**config.mk**
```make
export PLATFORM = sky130hd
export DESIGN_NAME = ctrl_opcode_encoder
export DESIGN_NICKNAME = d
export VERILOG_FILES = /design/src/rtl/ctrl_opcode_encoder.sv
export SDC_FILE = /design/constraint.sdc
export NUM_CORES = 1
export LEC_CHECK = 0
export ABC_AREA = 1
export BUFFER_PORTS_ARGS = -buffer_cell sky130_fd_sc_hd__buf_2
export CORE_AREA = 2 2 51 100
export CTS_BUF_LIST = sky130_fd_sc_hd__clkbuf_4
export DETAILED_ROUTE_END_ITERATION = 6
export DIE_AREA = 0 0 53 102
export GPL_TIMING_DRIVEN = 0
export HOLD_SLACK_MARGIN = 0.12
export SYNTH_ARGS = -nofsm -noshare
export SYNTH_HDL_FRONTEND = slang
export SYNTH_SLANG_ARGS = --single-unit
```
**constraint.sdc**
```tcl
create_clock -name clk -period 3.1 [get_ports clk]
set_clock_uncertainty 0.2 [all_clocks]
set_input_delay 0.31 -clock clk [delete_from_list [all_inputs] [get_ports clk]]
set_output_delay 0.31 -clock clk [all_outputs]
set_load 0.05 [all_outputs]
```
**src/rtl/ctrl_opcode_encoder.sv**
```systemverilog
// rtl/ctrl_opcode_encoder.sv - control-vector to opcode encoder with opcode FIFO and error tracking
module ctrl_opcode_encoder #(
    parameter int DEPTH        = 4,
    parameter int ERR_CNT_W    = 8,
    parameter int ALIAS_ROTATE = 0
) (
    input  logic                       clk,
    input  logic                       rst_n,
    input  logic                       in_valid,
    output logic                       in_ready,
    input  logic [1:0]                 in_sel_reg_dst,
    input  logic                       in_alu_op,
    output logic                       out_valid,
    input  logic                       out_ready,
    output logic [2:0]                 out_opcode,
    output logic                       err_pulse,
    output logic                       err_sticky,
    input  logic                       err_clr,
    output logic [ERR_CNT_W-1:0]       err_count,
    output logic [$clog2(DEPTH):0]     level
);

    localparam int AW = $clog2(DEPTH);
    localparam int LW = AW + 1;

    logic [2:0]    mem [DEPTH];
    logic [AW-1:0] wr_ptr;
    logic [AW-1:0] rd_ptr;
    logic [LW-1:0] level_q;
    logic [2:0]    last_q;
    logic [1:0]    alias_zero_ptr;
    logic [1:0]    alias_five_ptr;

    logic [2:0] req_key;
    logic       enc_ok;
    logic [2:0] enc_op;
    logic       hit_zero;
    logic       hit_five;
    logic       accept;
    logic       push;
    logic       pop;
    logic       err_evt;

    assign in_ready  = (level_q != LW'(DEPTH));
    assign out_valid = (level_q != '0);
    assign level     = level_q;
    assign accept    = in_valid & in_ready;
    assign pop       = out_valid & out_ready;
    assign push      = accept & enc_ok;
    assign err_evt   = accept & ~enc_ok;
    assign req_key   = {in_sel_reg_dst, in_alu_op};

    // When empty the head shows the most recently popped opcode rather than stale storage.
    assign out_opcode = out_valid ? mem[rd_ptr] : last_q;

    // Map the requested control vector to an opcode; alias pointers select among equivalent opcodes.
    always_comb begin
        enc_ok   = 1'b0;
        enc_op   = 3'd0;
        hit_zero = 1'b0;
        hit_five = 1'b0;
        case (req_key)
            3'b000: begin
                enc_ok   = 1'b1;
                hit_zero = 1'b1;
                enc_op   = (ALIAS_ROTATE != 0) ? {alias_zero_ptr, 1'b0} : 3'd0;
            end
            3'b110: begin
                enc_ok = 1'b1;
                enc_op = 3'd1;
            end
            3'b100: begin
                enc_ok = 1'b1;
                enc_op = 3'd3;
            end
            3'b011: begin
                enc_ok   = 1'b1;
                hit_five = 1'b1;
                enc_op   = (ALIAS_ROTATE != 0) ? (3'd5 + {1'b0, alias_five_ptr}) : 3'd5;
            end
            default: begin
                enc_ok = 1'b0;
            end
        endcase
    end

    // Opcode FIFO storage, pointers, occupancy and the last-popped holding register.
    always_ff @(posedge clk or negedge rst_n) begin
        if (!rst_n) begin
            wr_ptr  <= '0;
            rd_ptr  <= '0;
            level_q <= '0;
            last_q  <= 3'd0;
            for (int i = 0; i < DEPTH; i++) begin
                mem[i] <= 3'd0;
            end
        end else begin
            if (push) begin
                mem[wr_ptr] <= enc_op;
                wr_ptr      <= wr_ptr + AW'(1);
            end
            if (pop) begin
                last_q <= mem[rd_ptr];
                rd_ptr <= rd_ptr + AW'(1);
            end
            case ({push, pop})
                2'b10:   level_q <= level_q + LW'(1);
                2'b01:   level_q <= level_q - LW'(1);
                default: level_q <= level_q;
            endcase
        end
    end

    // Alias pointers step 0,1,2 and only on an accepted request of their own class.
    always_ff @(posedge clk or negedge rst_n) begin
        if (!rst_n) begin
            alias_zero_ptr <= 2'd0;
            alias_five_ptr <= 2'd0;
        end else if (ALIAS_ROTATE != 0) begin
            if (accept && hit_zero) begin
                alias_zero_ptr <= (alias_zero_ptr == 2'd2) ? 2'd0 : alias_zero_ptr + 2'd1;
            end
            if (accept && hit_five) begin
                alias_five_ptr <= (alias_five_ptr == 2'd2) ? 2'd0 : alias_five_ptr + 2'd1;
            end
        end
    end

    // Error flags: a new dropped request takes priority over a concurrent clear.
    always_ff @(posedge clk or negedge rst_n) begin
        if (!rst_n) begin
            err_pulse  <= 1'b0;
            err_sticky <= 1'b0;
            err_count  <= '0;
        end else begin
            err_pulse <= err_evt;
            if (err_evt) begin
                err_sticky <= 1'b1;
                if (err_clr) begin
                    err_count <= ERR_CNT_W'(1);
                end else if (!(&err_count)) begin
                    err_count <= err_count + ERR_CNT_W'(1);
                end
            end else if (err_clr) begin
                err_sticky <= 1'b0;
                err_count  <= '0;
            end
        end
    end

endmodule

```
==> results.tsv <==
metric	value	unit
status	finished, final reports clean	
place_congestion	0.832	
hold_ws	154	ps
via_per_inst	4.79	
dieArea	5410	um2
vias	1504	
wl	3860	um
drc	0	
leakagePower	1.07	nW
cp-start-kind	primary input	
yosys_warnings	0	
place.port_buffers	25	
layout.nets	273	
initial_core_util	0.389	
slew_viol_final	0	
multiInputGateArea	862	um2
critPathSlowestCell	dlygate4sd3_1	
critical_path_required	3110	ps
row_count	35	
clock_latency	320	ps
p_switching	0.000871	W
synth_area_leaders	dfrtp_1 45%, nand2_1 14%, o21ai_0 5.6%	
hold_class	primary input to flip-flop	
routedWlPerCell	12.3	um
endpoint_kind	flip-flop	
clockBufferDepth	2	
post-route-period-util	0.723	
p_seq_frac	0.373	
async_flop_share	1.00	
synth_area_per_cell	8.01	um2
coreArea	4600	um2
grt_pass1_vias	1527	
crit_type	primary input to flip-flop	
max_freq	446	MHz
fp.dieW	53	um
synth-seq-cells	32	
tns	0	ps
setup-violations-final	0	
overflow	0	
io_pins	26	
synthesis.area	1790	um2
synth_edf_count	0	
synth.most_common_cell	nand2_1	
grt_pass1_wl	6800	um
power_frac_clock	0.132	
power_frac_comb	0.495	
hpwl	3110	um
antenna_left	0	
antenna_found_initial	0	
arrival	2250	ps
slew_headroom	0.520	
powerDensity	865	nW/um2
hold_viol	0	
ir_drop	0.000508	V
syn_inst	223	
yosys.area.top_type_share	0.448	
drt_pre_antenna_iters	4	
drt-initial-drc-count	25	
tightest_slew	720	ps
grt_max_degree	33	
ys_types	24	
rsz0062_at_grt	false	
grt_usage	0.174	
period_needed	2240	ps
yosysTopAreaCell	dfrtp_1	
path_clk_slew	100	ps
critPathMaxFanout	7	
synth_commonest_cells	65 x nand2_1, 32 x dfrtp_1, 26 x inv_1	
clock-sinks	32	
cts_root_buf	clkbuf_4	
fillers	518	
maxCapViolations	0	
syn_to_final_growth	15.7	%
dieHeight	102	um
switching_share	0.487	
cts_buffers	5	
regArea	801	um2
p_int	0.000916	W
cp_cell_sequence	dlygate4sd3_1 > buf_2 > nand2_2 > inv_2 > nand2_4 > ha_1 > inv_1 > fa_1 > a21oi_1 > o21ai_0 > xor2_1	
slowest_delay	530	ps
syn-num-nets	238	
yosysSeqAreaShare	0.448	
cts_tree	built	
antenna_cells	0	
post_cts_buffers	0	
htree_num_levels	2	
synthFlopType	dfrtp_1	
drive_above_1_share	0.212	
state kept, by name, summed over array words and instances (netlist names):
| name | flops |
|---|---|
| err_count | 8 |
| err_pulse | 1 |
| err_sticky | 1 |
| last_q | 3 |
| level | 3 |
| mem | 12 |
| rd_ptr | 2 |
| wr_ptr | 2 |
stage by stage:
step | power, W | util | instances | cell area, um2 | setup WS, ps
after CTS | 0.00182 | 0.450 | 314 | 2070 | 831
final | 0.00179 | 0.450 | 314 | 2070 | 858
after floorplan | 0.00135 | - | 223 | 1790 | 109
after global placement | 0.00156 | 0.431 | 303 | 1980 | 862
after global routing | 0.00194 | 0.450 | 314 | 2070 | 617
after detailed placement | 0.00157 | 0.431 | 303 | 1980 | 847
worst max-delay path: cells and delay by family:
| family | cells | cell delay, ps |
|---|---|---|
| AOI/OAI and AO/OA | 2 | 240 |
| xor gates and xnor gates | 1 | 150 |
| adders and majority gates | 2 | 530 |
| buffers and inverters | 4 | 780 |
| and+or+nand+nor | 2 | 220 |
worst paths after layout:
path	from	endpoint	slack (ps)	cells after the start
worst min register to register	mem[1]$_DFFE_PN0P_	mem[1]$_DFFE_PN0P_	280	2
worst max-delay path	in_valid	level[2]$_DFFE_PN0P_	860	11
min in group asynchronous	rst_n	err_count[5]$_DFFE_PN0P_	380	2
max in group asynchronous	rst_n	level[1]$_DFFE_PN0P_	1860	2
worst min-delay path	in_sel_reg_dst[0]	mem[11]$_DFFE_PN0P_	150	3
worst max register to register	level[1]$_DFFE_PN0P_	level[2]$_DFFE_PN0P_	870	11
layer usage:
| layer | wire, um | track usage |
|---|---|---|
| met4 | 62 | 0.0809 |
| met1 | 1310 | 0.159 |
| met3 | 128 | 0.0278 |
| met5 | 0 | 0 |
| met2 | 2350 | 0.348 |
cell type report:
| cell class | instances | area share |
|---|---|---|
| plain buffers | 2 | 0.00605 |
| repair buffers | 28 | 0.0751 |
| well taps | 55 | 0.0333 |
| clock inverters | 1 | 0.00182 |
| flip-flops and latches | 32 | 0.387 |
| clock buffers | 7 | 0.0254 |
| inverters | 29 | 0.0539 |
| multi-input cells | 160 | 0.417 |
cells in the final DEF (no fill, tap or decap), drive strengths merged:
cell type     n
inv          29
dlygate4sd3   3
nor2         22
a21oi         6
o21ai        24
nand2        74
xnor2         2
clkbuf        8
buf          26
fa            1
dfrtp        32
nand3        18
nand4         1
ha            6
xor2          4
nor3          2
clkinv        1
power groups by stage:
stage	sequential, W	combinational [W]	clock, W
after detailed placement	0.000677	0.000896	0
after global placement	0.000674	0.000887	0
final	0.000667	0.000884	0.000236
after floorplan	0.000765	0.000590	0
after CTS	0.000669	0.000902	0.000248
after global routing	0.000691	0.000989	0.000262
logic make-up after synthesis:
logic type | count (synthesis) | share of synthesized area
compound gates | 30 | 0.0840
xor+xnor | 6 | 0.0294
fa+ha+maj | 7 | 0.0532
buf+inv | 31 | 0.0693
flops | 32 | 0.448
simple gates | 117 | 0.316
timing repair:
action                    in CTS  in global routing
gates resized for setup        0                  0
hold endpoints to repair      37                  0
hold buffers                   3                  0
No activity file was read; power rests on OpenSTA's default activity.
